--- src/rtl/div_seq_ctrl.sv ---
// div_seq_ctrl: sequencer for the RV32M divide path (DIV/DIVU/REM/REMU).
// Radix-2 non-restoring core, two steps per cycle, with sign fix-up and the
// RISC-V divide-by-zero / signed-overflow special cases.
// Optional macro DIV_REUSE_EN: keeps the last completed operation and returns
// the stored quotient/remainder for a repeated request (DIV+REM pair) without
// running the core again.
module div_seq_ctrl #(
    parameter int DATA_WIDTH = 32,
    parameter int TAG_WIDTH  = 5
) (
    input  logic                  clk,
    input  logic                  rst,
    input  logic                  in_valid,
    output logic                  in_ready,
    input  logic [1:0]            op,
    input  logic [DATA_WIDTH-1:0] dividend,
    input  logic [DATA_WIDTH-1:0] divisor,
    input  logic [TAG_WIDTH-1:0]  in_tag,
    output logic                  out_valid,
    input  logic                  out_ready,
    output logic [DATA_WIDTH-1:0] result,
    output logic [TAG_WIDTH-1:0]  out_tag,
    output logic                  busy
);

    localparam int W    = DATA_WIDTH;
    localparam int ITER = W / 2;
    localparam int CW   = $clog2(ITER + 1);

    localparam logic [CW-1:0] CNT_LAST = CW'(ITER - 1);
    localparam logic [W-1:0]  MIN_NEG  = {1'b1, {(W-1){1'b0}}};

    typedef enum logic [1:0] {
        S_IDLE = 2'd0,
        S_CALC = 2'd1,
        S_FIX  = 2'd2,
        S_DONE = 2'd3
    } state_t;

    state_t          state_q, state_d;
    logic [W:0]      a_q, a_d;          // partial remainder, W+1 bits signed
    logic [W-1:0]    q_q, q_d;          // quotient bits shifting in
    logic [W-1:0]    m_q, m_d;          // divisor magnitude
    logic [CW-1:0]   cnt_q, cnt_d;
    logic            rem_sel_q, rem_sel_d;
    logic            neg_q_q, neg_q_d;
    logic            neg_r_q, neg_r_d;
    logic [TAG_WIDTH-1:0] tag_q, tag_d;
    logic [W-1:0]    result_q, result_d;

`ifdef DIV_REUSE_EN
    logic [W-1:0]    rq_dvd_q, rq_dvd_d;  // operands of the op in flight
    logic [W-1:0]    rq_dvs_q, rq_dvs_d;
    logic            rq_op0_q, rq_op0_d;
    logic            rv_valid_q, rv_valid_d;  // stored entry of last completed op
    logic [W-1:0]    rv_dvd_q, rv_dvd_d;
    logic [W-1:0]    rv_dvs_q, rv_dvs_d;
    logic            rv_op0_q, rv_op0_d;
    logic [W-1:0]    rv_quo_q, rv_quo_d;
    logic [W-1:0]    rv_rem_q, rv_rem_d;
    logic            reuse_hit;
`endif

    // One non-restoring step: shift {A,Q} left, add or subtract M by the sign
    // of A, and shift in the inverted new sign as the quotient bit.
    function automatic logic [2*W:0] nr_step(input logic [W:0]   a,
                                             input logic [W-1:0] q,
                                             input logic [W-1:0] m);
        logic [W:0] a_sh;
        logic [W:0] a_n;
        a_sh = {a[W-1:0], q[W-1]};
        a_n  = a[W] ? (a_sh + {1'b0, m}) : (a_sh - {1'b0, m});
        return {a_n, q[W-2:0], ~a_n[W]};
    endfunction

    logic [2*W:0] step1, step2;
    logic         dvd_neg, dvs_neg;
    logic [W-1:0] dvd_abs, dvs_abs;
    logic         div_zero, sgn_ovf;
    logic [W-1:0] r_mag, q_fin, r_fin;

    assign step1 = nr_step(a_q, q_q, m_q);
    assign step2 = nr_step(step1[2*W:W], step1[W-1:0], m_q);

    // Magnitudes are taken only for the signed ops (op[0]=0).
    assign dvd_neg  = ~op[0] & dividend[W-1];
    assign dvs_neg  = ~op[0] & divisor[W-1];
    assign dvd_abs  = dvd_neg ? ({W{1'b0}} - dividend) : dividend;
    assign dvs_abs  = dvs_neg ? ({W{1'b0}} - divisor) : divisor;
    assign div_zero = (divisor == {W{1'b0}});
    assign sgn_ovf  = ~op[0] & (dividend == MIN_NEG) & (divisor == {W{1'b1}});

    // Remainder restore folds into a W-bit add: the true remainder is < M,
    // so the carry out of the restore is never needed.
    assign r_mag = a_q[W-1:0] + (a_q[W] ? m_q : {W{1'b0}});
    assign q_fin = neg_q_q ? ({W{1'b0}} - q_q) : q_q;
    assign r_fin = neg_r_q ? ({W{1'b0}} - r_mag) : r_mag;

`ifdef DIV_REUSE_EN
    assign reuse_hit = rv_valid_q & (rv_dvd_q == dividend) &
                       (rv_dvs_q == divisor) & (rv_op0_q == op[0]);
`endif

    // Next-state and datapath updates for the divide sequencer.
    always_comb begin
        state_d   = state_q;
        a_d       = a_q;
        q_d       = q_q;
        m_d       = m_q;
        cnt_d     = cnt_q;
        rem_sel_d = rem_sel_q;
        neg_q_d   = neg_q_q;
        neg_r_d   = neg_r_q;
        tag_d     = tag_q;
        result_d  = result_q;
`ifdef DIV_REUSE_EN
        rq_dvd_d   = rq_dvd_q;
        rq_dvs_d   = rq_dvs_q;
        rq_op0_d   = rq_op0_q;
        rv_valid_d = rv_valid_q;
        rv_dvd_d   = rv_dvd_q;
        rv_dvs_d   = rv_dvs_q;
        rv_op0_d   = rv_op0_q;
        rv_quo_d   = rv_quo_q;
        rv_rem_d   = rv_rem_q;
`endif
        unique case (state_q)
            S_IDLE: begin
                if (in_valid) begin
                    tag_d     = in_tag;
                    rem_sel_d = op[1];
`ifdef DIV_REUSE_EN
                    rq_dvd_d  = dividend;
                    rq_dvs_d  = divisor;
                    rq_op0_d  = op[0];
`endif
                    if (div_zero) begin
                        result_d = op[1] ? dividend : {W{1'b1}};
                        state_d  = S_DONE;
`ifdef DIV_REUSE_EN
                        rv_valid_d = 1'b1;
                        rv_dvd_d   = dividend;
                        rv_dvs_d   = divisor;
                        rv_op0_d   = op[0];
                        rv_quo_d   = {W{1'b1}};
                        rv_rem_d   = dividend;
`endif
                    end else if (sgn_ovf) begin
                        result_d = op[1] ? {W{1'b0}} : MIN_NEG;
                        state_d  = S_DONE;
`ifdef DIV_REUSE_EN
                        rv_valid_d = 1'b1;
                        rv_dvd_d   = dividend;
                        rv_dvs_d   = divisor;
                        rv_op0_d   = op[0];
                        rv_quo_d   = MIN_NEG;
                        rv_rem_d   = {W{1'b0}};
`endif
`ifdef DIV_REUSE_EN
                    end else if (reuse_hit) begin
                        result_d = op[1] ? rv_rem_q : rv_quo_q;
                        state_d  = S_DONE;
`endif
                    end else begin
                        a_d     = {(W+1){1'b0}};
                        q_d     = dvd_abs;
                        m_d     = dvs_abs;
                        cnt_d   = {CW{1'b0}};
                        neg_q_d = dvd_neg ^ dvs_neg;
                        neg_r_d = dvd_neg;
                        state_d = S_CALC;
                    end
                end
            end
            S_CALC: begin
                a_d   = step2[2*W:W];
                q_d   = step2[W-1:0];
                cnt_d = cnt_q + 1'b1;
                if (cnt_q == CNT_LAST) state_d = S_FIX;
            end
            S_FIX: begin
                result_d = rem_sel_q ? r_fin : q_fin;
                state_d  = S_DONE;
`ifdef DIV_REUSE_EN
                rv_valid_d = 1'b1;
                rv_dvd_d   = rq_dvd_q;
                rv_dvs_d   = rq_dvs_q;
                rv_op0_d   = rq_op0_q;
                rv_quo_d   = q_fin;
                rv_rem_d   = r_fin;
`endif
            end
            S_DONE: begin
                if (out_ready) state_d = S_IDLE;
            end
            default: state_d = S_IDLE;
        endcase
    end

    // State and datapath registers; reset drops any in-flight op.
    always_ff @(posedge clk or posedge rst) begin
        if (rst) begin
            state_q   <= S_IDLE;
            a_q       <= '0;
            q_q       <= '0;
            m_q       <= '0;
            cnt_q     <= '0;
            rem_sel_q <= 1'b0;
            neg_q_q   <= 1'b0;
            neg_r_q   <= 1'b0;
            tag_q     <= '0;
            result_q  <= '0;
        end else begin
            state_q   <= state_d;
            a_q       <= a_d;
            q_q       <= q_d;
            m_q       <= m_d;
            cnt_q     <= cnt_d;
            rem_sel_q <= rem_sel_d;
            neg_q_q   <= neg_q_d;
            neg_r_q   <= neg_r_d;
            tag_q     <= tag_d;
            result_q  <= result_d;
        end
    end

`ifdef DIV_REUSE_EN
    // Reuse storage; the entry is invalid after reset.
    always_ff @(posedge clk or posedge rst) begin
        if (rst) begin
            rq_dvd_q   <= '0;
            rq_dvs_q   <= '0;
            rq_op0_q   <= 1'b0;
            rv_valid_q <= 1'b0;
            rv_dvd_q   <= '0;
            rv_dvs_q   <= '0;
            rv_op0_q   <= 1'b0;
            rv_quo_q   <= '0;
            rv_rem_q   <= '0;
        end else begin
            rq_dvd_q   <= rq_dvd_d;
            rq_dvs_q   <= rq_dvs_d;
            rq_op0_q   <= rq_op0_d;
            rv_valid_q <= rv_valid_d;
            rv_dvd_q   <= rv_dvd_d;
            rv_dvs_q   <= rv_dvs_d;
            rv_op0_q   <= rv_op0_d;
            rv_quo_q   <= rv_quo_d;
            rv_rem_q   <= rv_rem_d;
        end
    end
`endif

    assign in_ready  = (state_q == S_IDLE);
    assign out_valid = (state_q == S_DONE);
    assign busy      = (state_q != S_IDLE);
    assign result    = result_q;
    assign out_tag   = tag_q;

endmodule

--- config.mk ---
export PLATFORM = sky130hd
export DESIGN_NAME = div_seq_ctrl
export DESIGN_NICKNAME = d
export VERILOG_FILES = /design/src/rtl/div_seq_ctrl.sv
export SDC_FILE = /design/constraint.sdc
export NUM_CORES = 1
export LEC_CHECK = 0
export CORE_UTILIZATION = 50
export DETAILED_ROUTE_END_ITERATION = 16
export DONT_BUFFER_PORTS = 1
export GPL_TIMING_DRIVEN = 0
export SYNTH_ARGS = -nofsm -noshare
export SYNTH_HDL_FRONTEND = slang
export SYNTH_SLANG_ARGS = --single-unit
--- constraint.sdc ---
create_clock -name clk -period 19.4 [get_ports clk]
set_clock_uncertainty 0.15 [all_clocks]
set_input_delay 0.97 -clock clk [delete_from_list [all_inputs] [get_ports clk]]
set_output_delay 0.97 -clock clk [all_outputs]
set_load 0.01 [all_outputs]
; Word level (Yosys, flattened, before mapping)
; Index checks and enable logic that the tools add are counted.
[word_totals]
regBits = 144
in_bits = 75
wordCells = 84
[classes]
add_sub_neg = 10
eq_ne = 12
n_mux = 32
bitwise_logic = 10
reduce_logical = 10
[ops]
columns = cell, count
row1 = $mux 32, 14
row2 = $mux 33, 5
row3 = $pmux 32 s2, 2
row4 = $sub 1x32->32 const A, 4
row5 = $add 33x32->33, 2
row6 = $pmux 33 s2, 1
row7 = $sub 33x32->33, 2
row8 = $eq 32x32->1 const B, 2
row9 = $add 32x32->32, 1
row10 = $logic_not 32->1, 1
row11 = $mux 5, 3
row12 = $mux 2, 5
row13 = $pmux 5 s2, 1
row14 = $ne 2x2->1 const B, 4
row15 = $pmux 2 s4, 1
row16 = $reduce_and 4->1, 2
row17 = $reduce_and 3->1, 2
row18 = $reduce_bool 2->1, 3
row19 = $add 5x1->5 const B, 1
row20 = $eq 5x4->1 const B, 1
row21 = $not 1->1, 5
row22 = $and 1x1->1, 4
row23 = $eq 2x2->1 const B, 2
row24 = $ne 3x1->1 const B, 1
row25 = 5 further kinds, 5

; Longest topological paths before layout
; Gate-level depths: netlist of the first run.
[depth]
ltp_word = 7
depth_mapped = 37

; Least setup slack after synthesis of the first run
; No wires, ideal clock.
[synth_timing]
kind = reg2reg
startpoint = register m_q[2]
endpoint = register a_q[29]
arrival_time_ns = 7.505
required_time_ns = 19.120
setup_slack_ns = 11.615
path_stages_with_launch = 35
path_buffers = 2
synth_period_minus_slack_ns = 7.785
cell_sequence = dfrtp_1 -> clkbuf_1 -> nor3_2 -> nand2_1 -> nor4_1 -> nand2_1 -> nor3_1 -> nand2_1 -> or3_1 -> or3_1 -> nor2_1 -> a21oi_1 -> xor2_1 -> ha_1 -> a21o_1 -> a21oi_1 -> a21boi_0 -> a31oi_1 -> a21oi_1 -> xor2_1 -> buf_2 -> nor2_1 -> xor2_1 -> ha_1 -> a2111oi_0 -> o21ai_0 -> a32oi_1 -> o31ai_1 -> o41ai_1 -> o31ai_1 -> a211oi_1 -> o21bai_1 -> a21oi_1 -> xor2_1 -> o21ai_0
[synth_via]
elab_chain_len = 5
elab_cells_between_ends = 7
classes_between = add/sub: 4 / mux: 3
[synth_lines]
columns = element, line_no
row1 = "start, declared", 43  ; logic [W-1:0] m_q, m_d;
row2 = "start signal, assigned", 217  ; m_q <= m_d;
row3 = $sub 33x32->33 or $add 33x32->33 (tied branches), 72  ; a_n = a[W] ? (a_sh + {1'b0, m}) : (a_sh - {1'b0, m});
row4 = $mux 33, 72
row5 = $sub 33x32->33 or $add 33x32->33 (tied branches), 72
row6 = $mux 33 *, 72
row7 = $pmux 33 s2 *, 127  ; unique case (state_q)
row8 = "end signal, assigned", 204  ; a_q <= '0;
row9 = "end signal, assigned", 215  ; a_q <= a_d;
row10 = "end, declared", 41  ; logic [W:0] a_q, a_d;
; Every way passes the cells marked *; elsewhere a longest branch is shown, timed or not.
; A chain may end at the register's enable or synchronous reset.

; Final worst setup path of the first run
[layout_timing]
startpoint = register m_q[2]
endpoint = register a_q[31]
; The elaborated chain is that of the path after synthesis.

==> results.txt, run 1 <==
- Count of state elements after synthesis: 144
* Startpoint-to-endpoint class of the critical path: flip-flop to flip-flop
- Synthesis instantiated 86 different standard cells from the library.
- Compared with the post-synthesis result, the final layout area differs by 7.251%.
- Of all nets on the critical path, the largest fanout is 10.
- For the pin with the worst max-slew slack, the measured transition is 1.352 ns.
- Global routing used 34.95% of the available tracks across all layers.
- The first routing iteration left 1527 violations.
* Warning count from the yosys run: 0
- The flow ran to the end, and the final reports show no timing, DRC or antenna violations.
- The worst hold path belongs to the class primary input to asynchronous set/reset pin.
- Among all stages on the critical path, the largest delay is contributed by sky130_fd_sc_hd__nor4_1.
* Synth Net Count: 2226
* Sum of overflow across all layers after global routing: 0
- The count of nets left with antenna violations once routing finished came out at 0.
* Initial core utilization: 51.35%
- TritonCTS built the clock tree.
- After detailed routing, the total wire length is 53.59 mm.
* Top-count cell post-synth: sky130_fd_sc_hd__nand2_1
* Area of the die: 31380 um2
* H-tree depth: 4
- The repair_antennas step left the layout with diodes totalling 0.
- Post-synthesis sequential area ratio: 23.49%
* Avg WL per Cell: 21.75 um
* Fin nets: 2246
- At the end of routability-driven placement, the weighted congestion stood at 0.9491.
- First-pass GRT wire length: 83.62 mm
- The max-slew violation count came to 0.
* Netlist area before placement: 15340 um2
- Antenna violations before repair: 0
* Vias in the first global route: 14610
* Number of placement rows: 63
* Post CTS Setup Buffer Count: 0
- The die is 177.2 um wide.
* Count of boundary I/O pins: 115
- Layout cells sized above 1: 3.713%
- STA classifies the critical path endpoint as a flip-flop.
* Total number of vias: 15360
- Achievable Freq: 89.85 MHz
* Inserted Clock Buffers: 17
- Hold-fix buffers, CTS: 0
* Drt via density: 6.235
* Area of all sequential standard cells: 3603 um2
- Unrepaired setup endpoints after global routing: no
- Share of async-settable or async-resettable flops after synthesis: 100.0%
- Longest Clk Path Bufs: 2
- The floorplan step set the die height to 177.2 um.
* Cell at the root of the clock tree: sky130_fd_sc_hd__clkbuf_16
* Top cells by area, synth: sky130_fd_sc_hd__dfrtp_1 23%, sky130_fd_sc_hd__ha_1 8.7%, sky130_fd_sc_hd__xor2_1 7.5%
* Post-synth top area cell: sky130_fd_sc_hd__dfrtp_1
- For this design, the sink count on the clock tree is 144.
* Maximum number of pins on one net before global-route repair: 92
- Cell types with the highest counts after synthesis: 235 x sky130_fd_sc_hd__nand2_1, 207 x sky130_fd_sc_hd__a21oi_1, 200 x sky130_fd_sc_hd__nor2_1
* Delay contributed by the slowest stage of the critical path: 0.70 ns
* Kind of launch point of the worst setup path: flip-flop
- Endpoint required time on the critical path: 19.56 ns
- Final-layout setup total negative slack: 0 ns
- In the routed design, unresolved DRC markers number 0.
- The total count of hold-check failures in the final report was 0.
- The synthesized design contains 0 enable-type register cells.
- The total area inside the core boundary comes to 29870 um2.
- The worst pin sits at a relative slew slack of 9.064%.
- After legalization and detailed placement, the total HPWL measured 42.52 mm.
- Max-capacitance violation count: 0
- Pre-antenna DRT Iters: 6
- Post-Syn Instances: 2041
* CTS resizes: 0
* Synthesized area per cell: 7.516 um2
* # fillers: 2917
* CP Data Arrival Time: 11.29 ns
* Worst-Skew Late Latency: 0.47 ns
- During placement, the flow inserted port buffers numbering 0.
* Area share of the largest cell type after synthesis: 23.49%
* Clock transition at the registers of the reported paths: 0.07 ns
* Area occupied by multi-input gates: 11120 um2
- Setup violators final: 0
- Top flip-flop cell by instance count after synthesis: sky130_fd_sc_hd__dfrtp_1
- For the finished layout, the period the worst path requires is 11.13 ns.
- Final period utilization: 57.37%
[metal layers]
metal  share of wire [%]  global-route usage [%]  vias up  wire length (um)
li1                    -                       -     7356                 -
met1                  46                   47.94     7354             24430
met2                  45                   55.40      567             23890
met3                 7.0                   6.078       85              3751
met4                 2.8                   11.10        0              1515
met5                   0                       0        -                 0
[worst paths after layout]
| kind | depth (start not counted) | slack (ns) | to | start |
|---|---|---|---|---|
| setup / recovery | 33 | 8.27 | a_q[31] | m_q[2] |
| hold / removal | 1 | 0.25 | a_q[5] | rst |
| setup reg to reg | 33 | 8.27 | a_q[31] | m_q[2] |
| hold reg to reg | 2 | 0.34 | cnt_q[4] | cnt_q[4] |
| max in group asynchronous | 2 | 17.96 | a_q[27] | rst |
| min in group clk | 2 | 0.34 | cnt_q[4] | cnt_q[4] |
[area by class of cell]
class,instances,share of cell area (%)
Buffer,105,2.578
Clock buffer,19,2.753
Clock inverter,13,0.8442
Inverter,52,1.217
Multi-Input combinational cell,1740,67.57
Sequential cell,144,21.90
Tap cell,390,2.966
Timing Repair Buffer,1,0.1673
[cells by family (layout without fill, tap and decap cells)]
kind of cell	Yosys count	in the layout	share of synthesized area, %
multiplexers	11	11	0.7667
adder cells (fa/ha/maj)	110	110	9.119
AND/OR/NAND/NOR	719	719	22.19
buffers and inverters	157	190	4.037
AO/OA/AOI/OAI	655	655	26.35
XOR/XNOR	245	245	14.04
flip-flops	144	144	23.49
[cell usage in the layout (no fill, tap or decap), drive strengths merged, types with 23 or more instances in the layout]
cell type	count
a21o	51
a21oi	208
a31oi	23
and2	39
clkbuf	108
dfrtp	144
ha	107
inv	51
nand2	235
nand2b	23
nand3	39
nor2	200
nor3	49
o21ai	174
o31ai	54
xnor2	113
xor2	132
[stage by stage]
step	setup WS (ns)	area, um2	std cells	hold slack [ns]	utilization [%]
floorplan	11.62	15340	2041	0.2985	-
global placement	8.380	15830	2431	0.3134	52.98
detailed placement	8.395	15860	2432	0.3207	53.09
CTS	8.317	16450	2464	0.2739	55.07
global route	7.503	16450	2464	0.2735	55.07
finish	8.270	16450	2464	0.2535	55.07
[sequential cells by signal (all words and copies together), names as in the netlist]
register,count
a_q,33
cnt_q,5
m_q,32
neg_q_q,1
neg_r_q,1
out_tag,5
q_q,32
rem_sel_q,1
result,32
state_q,2
[critical path, delay by kind of cell, from the launching register on]
family / cells / cell delay (ns)
buf+inv: 2 / 0.71
compound gates: 15 / 4.66
fa+ha+maj: 2 / 0.73
xor+xnor: 4 / 1.28
simple gates: 10 / 3.09
flops: 1 / 0.36
Power of run 1 is left out: the tool's default activity adds up to more than one toggle a clock period on the data nets, which glitch-free logic cannot reach.
==> run 2: changes to the inputs <==
PLACE_DENSITY = 0.68   (was not set)
clock period = 9.3 ns   (was 19.4 ns; I/O delays follow)
==> run 2 against run 1 <==
Register-to-register slack got worse by 7.9 ns. First-iteration DRC count increased by 7.6%. Flip-flop and latch count unchanged. Core utilization increased by 0.62 points. Routed wire length decreased by 3.2%. Highest routed layer unchanged. Non-clock buffer count increased by 8. Sequential share of layout area decreased by 0.24 points.
==> results.txt, run 2 (synthesis gave the netlist of run 1 again) <==
- The flow ran to the end, and the final reports show no timing, DRC or antenna violations.
- The later-pin clock latency in the skew report is 0.46 ns (about the same).
- Post-route insts no fill: 2472 (+0.32%)
* Final period utilization: 96.21% (+39 points)
- The worst reg2reg path depth came to 36 (+9.1%).
- Along the worst hold path, the cell count comes to 1.
* R2R Setup Slk: 0.35 ns (-7.92 ns)
- End of the worst register-to-register path: q_q[0]
* Delay contributed by the slowest stage of the critical path: 0.42 ns (-0.28 ns)
- The TritonCTS buffer count came to 17 (unchanged).
* Initial core utilization: 51.35% (unchanged)
- The count of boundary I/O pins came to 115 (unchanged).
- # fillers: 2896 (-0.72%)
- The top cell types in the final layout, fill and taps aside, are 235 x sky130_fd_sc_hd__nand2_1, 205 x sky130_fd_sc_hd__a21oi_1, 199 x sky130_fd_sc_hd__nor2_1.
- DP Cell Count: 2432 (unchanged)
- Combined global-route utilization of all metal layers: 33.46% (-1.5 points)
- Total number of vias: 15620 (+1.7%)
- Slowest cell on crit path: sky130_fd_sc_hd__a211o_1
- Final slew viol count: 0 (unchanged)
- Cell at the root of the clock tree: sky130_fd_sc_hd__clkbuf_16
- Final Worst Setup Slack: 0.3521 ns (-7.918 ns)
- In this run the critical register-to-register path is launched from m_q[2].
- The global-route wire length before repair was 81.08 mm (-3.0%).
- GP Congestion: 0.9744 (+2.7%)
* Antenna violations before repair: 0 (unchanged)
- Area of the die: 31380 um2 (unchanged)
- Endpoint required time on the critical path: 9.51 ns (-10.05 ns)
* Max_slew headroom: 1.938% (-7.1 points)
* Sum of overflow across all layers after global routing: 0 (unchanged)
- The max-cap check violation count was 0 (unchanged).
* Fin crit period: 8.948 ns (-2.182 ns)
- Final-layout setup total negative slack: 0 ns (unchanged)
* Achievable Freq: 111.8 MHz (+24%)
- Cell with the most instances on the worst path: sky130_fd_sc_hd__nand2_1
* Clock tree from TritonCTS: built
- Counting flops per register, the top entry is a_q.
- Setup crit start: m_q[2]
- CP Data Arrival Time: 9.16 ns (-2.13 ns)
- The number of sinks handled by clock tree synthesis came to 144 (unchanged).
* Setup violators final: 0 (unchanged)
- The DRC violations left came to 0 (unchanged).
- The overall die height was 177.2 um (unchanged).
- The horizontal extent of the die is 177.2 um (unchanged).
* Number of placement rows: 63 (unchanged)
- Longest Clk Path Bufs: 2 (unchanged)
- Pre-antenna DRT Iters: 8 (+2)
- The worst setup path is of the flip-flop to flip-flop kind.
- Fin nets: 2254 (+0.36%)
- Kind of launch point of the worst setup path: flip-flop
* Final wirelength: 51.87 mm (-3.2%)
- Drt via density: 6.318 (+1.3%)
- Number of flip-flops in the largest register: 33 (unchanged)
- Initial drt markers: 1643 (+7.6%)
- HPWL after detailed placement: 40.69 mm (-4.3%)
- The clock transition time at the flip-flop clock pins of the worst setup and hold paths came to 0.07 ns (about the same).
- The CTS H-tree depth came to 4 (unchanged).
- From synthesis to final layout, the design area changed by 8.458%.
* Startpoint of the lowest-slack hold path: in_tag[4]
- The placement-stage worst setup slack is -1.296 ns (-9.691 ns).
- Number of port buffers: 0 (unchanged)
- Path type of the worst min-delay path: primary input to flip-flop
- Avg WL per Cell: 20.98 um (-3.5%)
* Unrepaired setup endpoints after global routing: no
- Vias in the first global route: 14750 (+0.98%)
- Hold path endpoint: out_tag[4]
- The worst setup path is captured at a flip-flop.
- Maximum number of pins on one net before global-route repair: 92 (unchanged)
- Most common cell after layout, fill and taps aside: sky130_fd_sc_hd__nand2_1
- Transition time at the pin with the least slew margin: 1.457 ns (+0.1059 ns)
- Maximum fanout along the worst path: 10 (unchanged)
- The total core area came to 29870 um2 (unchanged).
- Final std cell area, no fill: 16640 um2 (+1.1%)
* Layout cells sized above 1: 4.611% (+0.90 points)
- The total count of hold-check failures in the final report came to 0 (unchanged).
- Count of inserted antenna diode cells: 0 (unchanged)
* Cell area reported after detailed placement: 15860 um2 (unchanged)
- The number of nets with antenna violations after routing is 0 (unchanged).
[run 2: changes by cell type in the layout (fill, tap and decap cells not counted), moves of 3 or more]
cell / delta
sky130_fd_sc_hd__buf_4: +6
sky130_fd_sc_hd__clkinv_2: -3
sky130_fd_sc_hd__clkinv_8: +3
sky130_fd_sc_hd__clkinvlp_4: -3
sky130_fd_sc_hd__dlygate4sd3_1: +4
sky130_fd_sc_hd__inv_6: +5
sky130_fd_sc_hd__inv_8: +4
[run 2: worst max path at each step]
stage,endpoint,depth (start not counted)
CTS,q_q[0],35
detailed placement,a_q[31],33
floorplan,a_q[29],34
global placement,a_q[31],33
finish,q_q[0],36
global route,q_q[0],37
[run 2: critical path, delay by kind of cell (launching register included)]
kind                     cells  cell delay, ns
adder cells (fa/ha/maj)      2            0.70
AND/OR/NAND/NOR             14            3.23
flip-flops                   1            0.36
AO/OA/AOI/OAI               12            2.78
XOR/XNOR                     5            0.95
buffers and inverters        3            0.68
[run 2: cell type report]
cell class                      count  area [um2]  area share (%)
Clock buffer                       17       425.4           2.557
Buffer                            105       429.2           2.580
Timing Repair Buffer                9       97.59          0.5866
Inverter                           52       200.2           1.203
Tap cell                          390       488.0           2.933
Clock inverter                     15       161.4          0.9701
Sequential cell                   144        3603           21.66
Multi-Input combinational cell   1740       11230           67.51
[run 2: metal layers]
metal	vias to the layer above	global-route usage, %	wire length, um
met1	7471	45.92	23040
met2	676	52.70	23250
met3	99	4.961	3764
met4	0	12.86	1812
met5	-	0	0
li1	7373	-	-
[run 2: timing repair]
action / CTS / global route
endpoints found under the hold margin: 56 / 0
buffers inserted: 0 / 4
gates resized for setup: 12 / 14
setup endpoints to repair: 12 / 8
pin swaps: 1 / 4
gates cloned: 0 / 0
hold buffers: 4 / 0
[run 2: stage by stage]
| step | hold WS, ns | util [%] |
|---|---|---|
| finish | 0.01511 | 55.69 |
| global route | 0.007567 | 55.69 |
| CTS | 0.001777 | 55.38 |
| detailed placement | 0.2607 | 53.09 |
| global placement | 0.3172 | 52.98 |
| floorplan | 0.2985 | - |
Power of run 2 is left out for the same reason.
